[src/rtl/eth_rx_fcs_check.sv]
`timescale 1ns/1ps
`default_nettype none
// ============================================================================
// Module   : eth_rx_fcs_check
// Purpose  : Ethernet receive FCS checker sitting directly behind gmii_rx in
//            the RX_CLK domain. Checks the reflected CRC-32 over every frame
//            (FCS included), strips the 4 FCS bytes through a 5-byte delay
//            line, tags the last payload byte and flags frames to discard
//            (CRC residue mismatch, runt, oversize, PHY error). No
//            backpressure: the stream runs at line rate.
//
// Ports    : CLK          RX clock, all logic on the rising edge
//            RST          asynchronous active-high reset
//            i_valid      byte strobe, contiguous for a whole frame
//            i_data[7:0]  frame byte, DA first, FCS last
//            i_err        PHY error qualifier for the current byte
//            o_valid      payload byte strobe
//            o_data[7:0]  payload byte
//            o_last       final payload byte of the frame
//            o_bad        with o_last: frame must be discarded
//            o_len[15:0]  with o_last: payload length (frame length - 4)
//            o_drop       1-cycle pulse, frame of <= 4 bytes, nothing emitted
//            o_good_cnt / o_bad_cnt / o_drop_cnt [31:0]
//                         frame statistics, present only when the macro
//                         ETH_RX_STATS_EN is defined
//
// Options  : ETH_RX_STATS_EN  adds the three wrapping 32-bit frame counters
//
// Revision : 1.0  initial release
// ============================================================================
module eth_rx_fcs_check #(
  parameter int MIN_FRAME_LEN = 64,
  parameter int MAX_FRAME_LEN = 1518
) (
  input  logic        CLK,
  input  logic        RST,
  input  logic        i_valid,
  input  logic [7:0]  i_data,
  input  logic        i_err,
  output logic        o_valid,
  output logic [7:0]  o_data,
  output logic        o_last,
  output logic        o_bad,
  output logic [15:0] o_len,
  output logic        o_drop
`ifdef ETH_RX_STATS_EN
  ,
  output logic [31:0] o_good_cnt,
  output logic [31:0] o_bad_cnt,
  output logic [31:0] o_drop_cnt
`endif
);

  // --------------------------------------------------------------------------
  // Constants
  // --------------------------------------------------------------------------
  localparam logic [31:0] c_crc_init    = 32'hFFFF_FFFF;
  localparam logic [31:0] c_crc_poly    = 32'hEDB8_8320;
  // Register value left behind when the CRC runs over data plus a correct FCS.
  localparam logic [31:0] c_crc_residue = 32'hDEBB_20E3;
  localparam int          c_buf_depth   = 5;
  localparam logic [15:0] c_fill_last   = 16'(c_buf_depth - 1);
  localparam logic [15:0] c_fcs_len     = 16'd4;
  localparam logic [15:0] c_cnt_max     = 16'hFFFF;
  localparam logic [15:0] c_min_len     = 16'(MIN_FRAME_LEN);
  localparam logic [15:0] c_max_len     = 16'(MAX_FRAME_LEN);

  // --------------------------------------------------------------------------
  // State encoding
  // --------------------------------------------------------------------------
  typedef enum logic [1:0] {
    ST_DISCARD = 2'd0,   // swallow a frame already in flight
    ST_IDLE    = 2'd1,   // wait for the first byte of a frame
    ST_FILL    = 2'd2,   // priming the delay line, nothing emitted yet
    ST_RUN     = 2'd3    // delay line full, one byte in / one byte out
  } state_t;

  state_t r_state;
  state_t w_state_nxt;

  // --------------------------------------------------------------------------
  // Datapath registers
  // --------------------------------------------------------------------------
  logic [31:0] r_crc;
  logic [15:0] r_count;
  logic        r_err;
  logic [7:0]  r_buf [0:c_buf_depth-1];   // [0] newest, [c_buf_depth-1] oldest

  // --------------------------------------------------------------------------
  // Control decode
  // --------------------------------------------------------------------------
  logic        w_accept;     // i_data is part of the current frame
  logic        w_first;      // byte 0 of a new frame
  logic        w_shift_out;  // emit oldest buffered byte, frame continues
  logic        w_end;        // first idle cycle after a running frame
  logic        w_drop;       // frame ended while the delay line was priming
  logic        w_bad;
  logic [15:0] w_len;
  logic [31:0] w_crc_base;
  logic [31:0] w_crc_upd;

  // One byte of the reflected CRC-32, LSB of the byte first.
  function automatic logic [31:0] crc32_byte(input logic [31:0] crc,
                                             input logic [7:0]  d);
    logic [31:0] c;
    c = crc;
    for (int b = 0; b < 8; b++) begin
      if (c[0] ^ d[b]) begin
        c = (c >> 1) ^ c_crc_poly;
      end else begin
        c = c >> 1;
      end
    end
    return c;
  endfunction

  // Byte 0 always restarts from the seed, so whatever the register holds
  // from the previous frame never leaks into the next one.
  assign w_crc_base = (r_state == ST_IDLE) ? c_crc_init : r_crc;
  assign w_crc_upd  = crc32_byte(w_crc_base, i_data);

  // End-of-frame verdict, evaluated on the idle cycle after the last byte,
  // so r_crc and r_count already include the final FCS byte.
  assign w_bad = (r_crc != c_crc_residue) ||
                 (r_count < c_min_len)    ||
                 (r_count > c_max_len)    ||
                 r_err;
  assign w_len = r_count - c_fcs_len;

  // --------------------------------------------------------------------------
  // FSM: state register
  // --------------------------------------------------------------------------
  always_ff @(posedge CLK or posedge RST) begin
    if (RST) begin
      r_state <= ST_DISCARD;
    end else begin
      r_state <= w_state_nxt;
    end
  end

  // --------------------------------------------------------------------------
  // FSM: next state and control strobes
  // --------------------------------------------------------------------------
  always_comb begin
    w_state_nxt = r_state;
    w_accept    = 1'b0;
    w_first     = 1'b0;
    w_shift_out = 1'b0;
    w_end       = 1'b0;
    w_drop      = 1'b0;
    case (r_state)
      ST_DISCARD: begin
        if (!i_valid) begin
          w_state_nxt = ST_IDLE;
        end
      end
      ST_IDLE: begin
        if (i_valid) begin
          w_accept    = 1'b1;
          w_first     = 1'b1;
          w_state_nxt = ST_FILL;
        end
      end
      ST_FILL: begin
        if (i_valid) begin
          w_accept = 1'b1;
          // r_count is the number of bytes already held; this one fills
          // the delay line.
          if (r_count == c_fill_last) begin
            w_state_nxt = ST_RUN;
          end
        end else begin
          w_drop      = 1'b1;
          w_state_nxt = ST_IDLE;
        end
      end
      ST_RUN: begin
        if (i_valid) begin
          w_accept    = 1'b1;
          w_shift_out = 1'b1;
        end else begin
          w_end       = 1'b1;
          w_state_nxt = ST_IDLE;
        end
      end
      default: begin
        w_state_nxt = ST_DISCARD;
      end
    endcase
  end

  // --------------------------------------------------------------------------
  // CRC, byte counter, sticky PHY error
  // --------------------------------------------------------------------------
  always_ff @(posedge CLK or posedge RST) begin
    if (RST) begin
      r_crc   <= c_crc_init;
      r_count <= 16'd0;
      r_err   <= 1'b0;
    end else begin
      if (w_accept) begin
        r_crc <= w_crc_upd;
      end

      if (w_first) begin
        r_count <= 16'd1;
      end else if (w_accept && (r_count != c_cnt_max)) begin
        r_count <= r_count + 16'd1;
      end

      if (w_first) begin
        r_err <= i_err;
      end else if (w_accept) begin
        r_err <= r_err | i_err;
      end else if (r_state == ST_IDLE) begin
        r_err <= 1'b0;
      end
    end
  end

  // --------------------------------------------------------------------------
  // 5-byte delay line. Once the frame ends, the four newest entries are the
  // FCS and are simply left behind; the next frame overwrites them.
  // --------------------------------------------------------------------------
  always_ff @(posedge CLK or posedge RST) begin
    if (RST) begin
      for (int k = 0; k < c_buf_depth; k++) begin
        r_buf[k] <= 8'h00;
      end
    end else if (w_accept) begin
      r_buf[0] <= i_data;
      for (int k = 1; k < c_buf_depth; k++) begin
        r_buf[k] <= r_buf[k-1];
      end
    end
  end

  // --------------------------------------------------------------------------
  // Registered outputs. Qualifier-only fields are forced to zero outside
  // their strobe so the FIFO write side never sees stale values.
  // --------------------------------------------------------------------------
  always_ff @(posedge CLK or posedge RST) begin
    if (RST) begin
      o_valid <= 1'b0;
      o_data  <= 8'h00;
      o_last  <= 1'b0;
      o_bad   <= 1'b0;
      o_len   <= 16'd0;
      o_drop  <= 1'b0;
    end else begin
      o_valid <= w_shift_out | w_end;
      o_data  <= (w_shift_out | w_end) ? r_buf[c_buf_depth-1] : 8'h00;
      o_last  <= w_end;
      o_bad   <= w_end & w_bad;
      o_len   <= w_end ? w_len : 16'd0;
      o_drop  <= w_drop;
    end
  end

`ifdef ETH_RX_STATS_EN
  // --------------------------------------------------------------------------
  // Frame statistics, updated on the same edge that raises o_last / o_drop.
  // --------------------------------------------------------------------------
  always_ff @(posedge CLK or posedge RST) begin
    if (RST) begin
      o_good_cnt <= 32'd0;
      o_bad_cnt  <= 32'd0;
      o_drop_cnt <= 32'd0;
    end else begin
      if (w_end && !w_bad) begin
        o_good_cnt <= o_good_cnt + 32'd1;
      end
      if (w_end && w_bad) begin
        o_bad_cnt <= o_bad_cnt + 32'd1;
      end
      if (w_drop) begin
        o_drop_cnt <= o_drop_cnt + 32'd1;
      end
    end
  end
`endif

endmodule
`default_nettype wire

[config.mk]
export PLATFORM = sky130hd
export DESIGN_NAME = eth_rx_fcs_check
export DESIGN_NICKNAME = d
export VERILOG_FILES = /design/src/rtl/eth_rx_fcs_check.sv
export SDC_FILE = /design/constraint.sdc
export NUM_CORES = 1
export LEC_CHECK = 0
export ABC_AREA = 1
export CELL_PAD_IN_SITES_DETAIL_PLACEMENT = 2
export CELL_PAD_IN_SITES_GLOBAL_PLACEMENT = 2
export CORE_UTILIZATION = 38
export CTS_BUF_LIST = sky130_fd_sc_hd__clkbuf_16
export CTS_CLUSTER_DIAMETER = 80
export DETAILED_ROUTE_END_ITERATION = 16
export GPL_TIMING_DRIVEN = 0
export PLACE_DENSITY_LB_ADDON = 0.15
export SLEW_MARGIN = 20
export SYNTH_ARGS = -nofsm -noshare
export SYNTH_HDL_FRONTEND = slang
export SYNTH_SLANG_ARGS = --single-unit
export TNS_END_PERCENT = 20
[constraint.sdc]
create_clock -name CLK -period 5.5 [get_ports CLK]
set_input_delay 0.55 -clock CLK [delete_from_list [all_inputs] [get_ports CLK]]
set_output_delay 0.55 -clock CLK [all_outputs]
set_load 0.03 [all_outputs]
# After elaboration in Yosys (flattened, before gate mapping)

Index checks and enable logic that the tools add are counted.

Register bits: 119
Bits in latches: 0
Memory bits (writable): 0
Bits in read-only memories: 0
Input port bits: 12
Output and inout port bits: 28
Logic and storage cells: 85
Memories kept: 0

Add/sub/neg operators: 2
Multiply operators: 0
Div/mod/pow operators: 0
Order comparisons: 2
Eq/ne operators: 9
Shift operators: 0
Mux-type cells: 28
Bitwise gates (word level): 19
Reductions and logical operators: 10

Operators by type and width:

| cell                                                             | number |
|---|---|
| two-way mux 32 bit                                               | 9 |
| inverter 13 -> 14 bit                                            | 8 |
| two-way mux 16 bit                                               | 3 |
| inequality test 32 bit (second input constant)                   | 1 |
| adder 16 x 1 -> 16 bit (second input constant)                   | 1 |
| equality test 16 x 3 -> 1 bit (second input constant)            | 1 |
| greater-than comparator 16 x 11 -> 1 bit (second input constant) | 1 |
| less-than comparator 16 x 7 -> 1 bit (second input constant)     | 1 |
| inequality test 16 bit (second input constant)                   | 1 |
| subtractor 16 x 3 -> 16 bit (second input constant)              | 1 |
| two-way mux 1 bit                                                | 10 |
| two-way mux 2 bit                                                | 4 |
| two-way mux 8 bit                                                | 1 |
| bitwise XOR 1 bit                                                | 8 |
| one-hot mux 2 bit (3 select lines)                               | 1 |
| equality test 2 bit (second input constant)                      | 2 |
| inequality test 2 bit (second input constant)                    | 2 |
| logical OR 1 bit                                                 | 3 |
| inequality test 3 bit (second input constant)                    | 1 |
| AND reduction 3 bit                                              | 1 |
| nonzero test 3 bit                                               | 1 |
| OR reduction 3 bit                                               | 1 |
| equality test 2 x 1 -> 1 bit (second input constant)             | 1 |
| logical NOT 2 bit                                                | 1 |
| 5 further kinds                                                  | 6 |

# Logic depth before layout (Yosys ltp)

Gate-level depths: netlist of run 1.

Word-level depth: 18
Mapped depth: 17
Mapped depth without buffers: 15

# Worst setup path after synthesis of run 1

No wires, ideal clock.

Kind: register to register
From: reg r_state[1]
To: reg r_crc[19]
Library setup time: 0.076 ns
Data arrival time: 1.823 ns
Required time: 5.424 ns
Path slack: 3.601 ns
Stages on the path, launching flop included: 17
Buffers on the path: 2
Period minus slack after synthesis: 1.899 ns
Cell sequence: dfrtp_1 > inv_1 > ha_1 > buf_6 > buf_6 > o21ai_1 > nand2_1 > nand2_2 > inv_1 > nor2_2 > nand2_1 > nand2_2 > nand2_2 > nand2_2 > nand2_1 > nand3_1 > nand2_1

Longest elaborated chain between the ends: 16
Elaborated cells between the ends (all ways): 28
Those cells by class: 3 x eq/ne; 10 x mux; 14 x bitwise; 1 x reduce/logical

Ends and longest elaborated chain:

| element                                                           | RTL line | RTL |
|---|---|---|
| from (decl)                                                       | 78       | `state_t r_state;` |
| from (signal assigned)                                            | 137      | `r_state <= w_state_nxt;` |
| equality test 2 x 1 -> 1 bit                                      | 119, 151 |  |
| two-way mux 32 bit                                                | 119      | `assign w_crc_base = (r_state == ST_IDLE) ? c_crc_init : r_crc;` |
| bitwise XOR 1 bit / inverter 13 -> 14 bit (equally long branches) | --       |  |
| two-way mux 32 bit (2 in series)                                  | 108      | `if (c[0] ^ d[b]) begin` |
| inverter 13 -> 14 bit (no line)                                   | --       |  |
| two-way mux 32 bit                                                | 108      |  |
| inverter 13 -> 14 bit (no line)                                   | --       |  |
| two-way mux 32 bit (2 in series)                                  | 108      |  |
| inverter 13 -> 14 bit (no line)                                   | --       |  |
| two-way mux 32 bit                                                | 108      |  |
| inverter 13 -> 14 bit (no line)                                   | --       |  |
| two-way mux 32 bit                                                | 108      |  |
| inverter 13 -> 14 bit (no line)                                   | --       |  |
| two-way mux 32 bit                                                | 108      |  |
| to (signal assigned)                                              | 197      | `r_crc <= c_crc_init;` |
| to (signal assigned)                                              | 202      | `r_crc <= w_crc_upd;` |
| to (decl)                                                         | 84       | `logic [31:0] r_crc;` |

Several ways; a longest one is shown, not always the timed one.
A chain may end at the register's enable or synchronous reset.

# Worst setup path after layout of run 1

From: reg r_state[1]
To: reg r_count[7]

Longest elaborated chain between the ends: 5
Elaborated cells between the ends (all ways): 9
Those cells by class: 3 x eq/ne; 3 x mux; 3 x reduce/logical

Ends and longest elaborated chain:

| element                                                                    | RTL line | RTL |
|---|---|---|
| equality test 2 x 1 -> 1 bit / equality test 2 bit (equally long branches) | 151      | `case (r_state)` |
| OR reduction 3 bit (no line)                                               | --       |  |
| two-way mux 1 bit                                                          | --       |  |
| logical AND 1 bit                                                          | 207      | `end else if (w_accept && (r_count != c_cnt_max)) begin` |
| nonzero test 2 bit (no line)                                               | --       |  |
| to (signal assigned)                                                       | 208      | `r_count <= r_count + 16'd1;` |
| to (decl)                                                                  | 85       | `logic [15:0] r_count;` |

Several ways; a longest one is shown, not always the timed one.

==> metrics, run 1 <==
status=finished clean; first-pass GRT wire length=33.6 mm; Final Hold Fails=0; total inserted antenna cells=0; GRT overflow=0; Tmin final=2.59 ns; Max transition margin=55.2%; PwrDens=729 nW/um^2; IO Port Bufs=38; starting density of the core=39.0%; cell taking the most area after synthesis=dfrtp_1; filler instances=1797; antenna violations before repair=0; die area=16900 um^2; Hold WS=0.415 ns; Hold Crit Class=in -> reg; H-tree levels=4; RSZ-0062 raised after global routing=no; core area=15900 um^2; max-slew violations=0; WL/cell=19.8 um; cells along the critical path=inv_1, ha_1, buf_6, nand2_2, inv_1, nor3_1, nand3_1, nand2_2, nor2_1, inv_1, o21ai_1, nand2_1, nor2_1; mapped cell area=6220 um^2; critical path's slowest cell=dfrtp_1; Vias/cell=5.09; Worst-Skew Late Latency=0.43 ns; All-Layer GR Usage=27.1%; final worst path period share=47.1%; Synthesized Nets=799; TritonCTS clock tree=done; P&R area growth vs syn=20.5%; Peak supply drop=0.000285 V; Seq/Total Area, Yosys=48.5%; CP startpoint kind=flip-flop; RePlAce Congestion=0.866; Setup Skew=0.00979 ns; Clock Sinks=119; die height=130 um; die span in x=130 um; share of cells above drive strength 1=13.1%; CTS clock-pin slew for the worst setup and hold paths=0.06 ns; Worst Path Required=5.85 ns; Netlist cell types=36; row count=46; CP Capture Type=flip-flop; synthesized area per cell=8.00 um^2; Yosys top cell area share=35.0%; Starting DRT DRC Count=163; Top delay family on crit path=simple AND/OR/NAND/NOR gates; DRT Wirelength=21.0 mm; Final TNS setup=0 ns; number of remaining DRC errors=0; CTS resizes=0; largest net degree at the start of global routing=70; critical path fanouts, max=10; vias in the first global route=6128; yosys warns=0; Max Fclk=0.386 GHz; EDFF count, synth=0; Synth async-reset ratio=100%; worst slew pin tran=0.672 ns; number of setup buffers added after CTS=0; Pre-antenna DRT Iters=4; # hold bufs at CTS=0; CP arrival=2.94 ns; ys flop type=dfrtp_1; Leakage=3.70 nW; Final #Nets=857; clk root buf=clkbuf_16; Setup Viol. Count Final=0; maxcap violations=0; ranking of synthesized cells by area=dfrtp_1, nand2_1, dfstp_2, inv_1, xor2_1; Ports=40; Total Power=5.46 mW; cts bufs inserted=17; Worst R2R Setup Slack=2.91 ns; CP most frequent cell=inv_1; crit-path max cell delay=0.43 ns; critical path class=reg -> reg; Antenna Violating Nets Remaining=0; register bit total from synthesis=119; cells after synthesis=777; Vias=5418; post-layout util=47.0%; Max Buffers Root-to-Sink=2; dpl hpwl=14.9 mm; worst path bufs/invs=4
synthesized netlist by cell type, types with 2 or more instances:
cell type and count:
a21oi_1 22, buf_1 3, buf_2 5, buf_6 4, clkbuf_1 12, dfrtp_1 87
dfstp_2 32, ha_1 10, inv_1 80, inv_2 4, nand2_1 254, nand2_2 20
nand2_4 2, nand3_1 31, nand4_1 11, nor2_1 58, nor2_2 7, nor3_1 11
nor4_1 6, o21a_1 3, o21ai_0 47, o21ai_1 8, o22ai_1 3, xnor2_1 15
xor2_1 29, xor2_2 3
flip-flops by register name (all words and copies together) (netlist names), 2 cells and up:
register and flops:
r_state 2, o_len 16, o_data 8, r_count 16, r_crc 32, r_buf 40
metrics by stage:
step                cell area, um^2  std cells  worst slack, ns
floorplan                      6220        777             1.85
global placement               6870       1031          -0.0268
detailed placement             6900       1032             2.96
CTS                            7490       1064             2.88
global route                   7490       1064             2.72
finish                         7490       1064             2.91
cell families after synthesis:
family / synth area share (%)
and+or+nand+nor: 27.3
DFF: 48.5
buffers and inverters: 7.24
adders and majority gates: 2.01
AOI/OAI and AO/OA: 7.51
xor gates and xnor gates: 7.43
worst paths after layout:
path	from	to	depth (start not counted)
setup / recovery	r_state[1]$_DFFE_PP0P_	r_count[7]$_DFFE_PP0P_	13
hold / removal	i_valid	o_drop$_DFF_PP0_	2
setup reg to reg	r_state[1]$_DFFE_PP0P_	r_count[7]$_DFFE_PP0P_	13
hold reg to reg	r_buf[31]$_DFFE_PP0P_	r_buf[31]$_DFFE_PP0P_	2
max in group asynchronous	RST	r_crc[29]$_DFFE_PP1P_	3
min in group asynchronous	RST	o_data[5]$_DFF_PP0_	2
placed cells by master (no fill, tap or decap), types with 4 or more instances in the layout:
master / netlist / layout
a21oi_1: 22 / 22
clkbuf_16: 0 / 17
o21ai_1: 8 / 8
dfstp_2: 32 / 32
inv_2: 4 / 4
clkbuf_1: 12 / 12
nor3_1: 11 / 11
nand2_2: 20 / 20
dfrtp_1: 87 / 87
nor2_1: 58 / 58
buf_6: 4 / 4
xor2_1: 29 / 29
buf_2: 5 / 5
clkdlybuf4s50_1: 0 / 38
xnor2_1: 15 / 15
nand4_1: 11 / 11
nand3_1: 31 / 31
o21ai_0: 47 / 47
nor4_1: 6 / 6
nand2_1: 254 / 254
nor2_2: 7 / 7
ha_1: 10 / 10
inv_1: 80 / 81
metal layers:
layer | global-route usage (%) | vias up | part of all wire (%)
met5 | 0 | - | 0
met4 | 11.4 | 0 | 2.3
met3 | 4.92 | 41 | 2.3
met2 | 50.0 | 75 | 54
met1 | 30.7 | 2760 | 41
li1 | - | 2542 | -
where the power goes:
| part | switching (mW) | internal [mW] |
|---|---|---|
| Sequential | 0.256 | 1.32 |
| Clock | 0.433 | 0.704 |
| Combinational | 1.83 | 0.924 |
cell type report:
| type | count | area [um^2] | share of cell area (%) |
|---|---|---|---|
| sequential | 119 | 3020 | 40.3 |
| multi-input combinational | 548 | 2750 | 36.7 |
| clock buffer | 17 | 425 | 5.68 |
| timing repair buffer | 39 | 408 | 5.45 |
| inverter | 85 | 324 | 4.33 |
| tap | 216 | 270 | 3.61 |
| clock inverter | 15 | 164 | 2.19 |
| buffer | 25 | 131 | 1.75 |
No activity file was read; power rests on OpenSTA's default activity.
==> run 2, diff against run 1 <==
- CORE_UTILIZATION: 38 -> 36
- clock period: 5.5 -> 2.6 ns (I/O delays scaled with it)
==> metrics, run 2 (synthesis results as in run 1) <==
final worst path period share=93.3%; r2r worst-path depth=16; All-Layer GR Usage=24.8%; number of setup buffers added after CTS=0; NetSw=5.32 mW; Reg-to-Reg Start=r_state[1]$_DFFE_PP0P_; TritonCTS clock tree=done; Starting DRT DRC Count=226; CP arrival=2.77 ns; Flop pwr share=29.2%; Vias/cell=5.14; placed cell area=6970 um^2; CTS clock-pin slew for the worst setup and hold paths=0.06 ns; antenna violations before repair=0; RSZ-0062 raised after global routing=no; largest net degree at the start of global routing=32; worst r2r dst=r_crc[19]$_DFFE_PP1P_; critical path class=reg -> reg; Largest Register=r_buf; number of remaining DRC errors=0; Worst Path Required=2.95 ns; first-pass GRT wire length=33.8 mm; commonest non-fill, non-tap cell in the layout=nand2_1; cts bufs inserted=17; Pre-antenna DRT Iters=4; Sw Ratio=47.0%; Antenna Violating Nets Remaining=0; RePlAce Congestion=0.846; Final Hold Fails=0; critical path fanouts, max=10; Max Fclk=0.412 GHz; hold depth=2; filler instances=1902; die area=17800 um^2; IO Port Bufs=38; die span in x=133 um; Hold Crit Class=in -> reg; row count=47; combinational cell fraction of total power=51.9%; Tmin final=2.43 ns; Worst-Skew Late Latency=0.42 ns; Final #Nets=860; worst slew pin tran=0.718 ns; Leakage=3.70 nW; vias in the first global route=6350; Setup Viol. Count Final=0; CP Capture Type=flip-flop; starting density of the core=37.2%; Setup Skew=0.00734 ns; max reg flops=40; Vias=5505; Peak supply drop=0.000666 V; core area=16700 um^2; H-tree levels=4; Total Power=11.3 mW; Max transition margin=52.1%; GRT overflow=0; Max Buffers Root-to-Sink=2; DRT Wirelength=20.6 mm; status=finished clean; post-layout util=45.2%; Worst R2R Setup Slack=0.17 ns; Ports=40; WHS Endpoint=o_drop$_DFF_PP0_; dpl hpwl=14.6 mm; share of cells above drive strength 1=14.6%; Top Registers=r_buf: 40 flops, r_crc: 32 flops; P&R area growth vs syn=21.3%; clk root buf=clkbuf_16; Power Internal=6.00 mW; CP startpoint kind=flip-flop; die height=133 um; most frequent cells in the layout=nand2_1, dfrtp_1, inv_1; Clk network pwr share=18.9%; post-route cell area=7540 um^2; PwrDens=1500 nW/um^2; hold wc startpoint=i_valid; max-slew violations=0; maxcap violations=0; Clock Sinks=119; WL/cell=19.2 um; total inserted antenna cells=0
==> run 2: worst max-delay path, stage by stage (launching register included) <==
cell     delay (ns)
dfrtp_1        0.43
inv_2          0.09
ha_1           0.23
buf_6          0.17
nor2_2         0.10
nand2_2        0.08
nand2_2        0.11
buf_6          0.18
nand2_2        0.09
nand2_2        0.21
nand2_1        0.10
nand2_1        0.16
nand2_1        0.11
nand2_2        0.09
nand2_1        0.07
nand3_1        0.08
nand2_1        0.06
==> run 2: worst max-delay path by stage <==
stage                                   to  cells past startpoint                   start
finish               r_crc[19]$_DFFE_PP1P_                     16  r_state[1]$_DFFE_PP0P_
global route         r_crc[19]$_DFFE_PP1P_                     16  r_state[1]$_DFFE_PP0P_
CTS                 r_count[6]$_DFFE_PP0P_                     12  r_state[1]$_DFFE_PP0P_
detailed placement   r_crc[23]$_DFFE_PP1P_                     14  r_state[1]$_DFFE_PP0P_
global placement     r_buf[33]$_DFFE_PP0P_                      2                     RST
floorplan            r_crc[19]$_DFFE_PP1P_                     16  r_state[1]$_DFFE_PP0P_
==> run 2: layer usage <==
metal / global-route usage (%) / up-vias / wire length, um / share of wire (%)
met5: 0 / - / 0 / 0
met4: 9.47 / 0 / 520 / 2.5
met3: 4.49 / 39 / 619 / 3.0
met2: 45.3 / 95 / 11000 / 53
met1: 28.7 / 2813 / 8500 / 41
li1: - / 2558 / - / -
==> run 2: power by group through the flow <==
stage / Sequential (mW) / Clock, mW / Combinational (mW)
after floorplan: 3.41 / 0 / 3.81
after global placement: 3.26 / 0 / 5.40
after detailed placement: 3.32 / 0 / 5.74
after CTS: 3.32 / 2.18 / 5.88
after global routing: 3.39 / 2.24 / 6.49
final: 3.31 / 2.14 / 5.87
==> run 2: metrics by stage <==
step	setup WS [ns]	setup TNS [ns]	hold slack, ns	std cells
final	0.174	0	0.183	1071
after global routing	0.0198	0	0.203	1071
after CTS	0.0503	0	0.173	1071
after detailed placement	0.109	0	0.459	1039
after global placement	-0.314	-26.45	0.449	1035
after floorplan	0.701	0	0.377	777
==> run 2: what timing repair did <==
action,in CTS,in global routing
gates resized for setup,0,12
endpoints found under the setup margin,0,16
hold buffers,0,0
==> run 2: layout make-up <==
class,instances,area (um^2),area share [%]
Clock inverter,15,105,1.39
Sequential cell,119,3020,40.0
Multi-Input combinational cell,548,2790,37.0
Tap cell,220,275,3.65
Timing Repair Buffer,42,475,6.30
Inverter,85,323,4.28
Buffer,25,131,1.74
Clock buffer,17,425,5.64
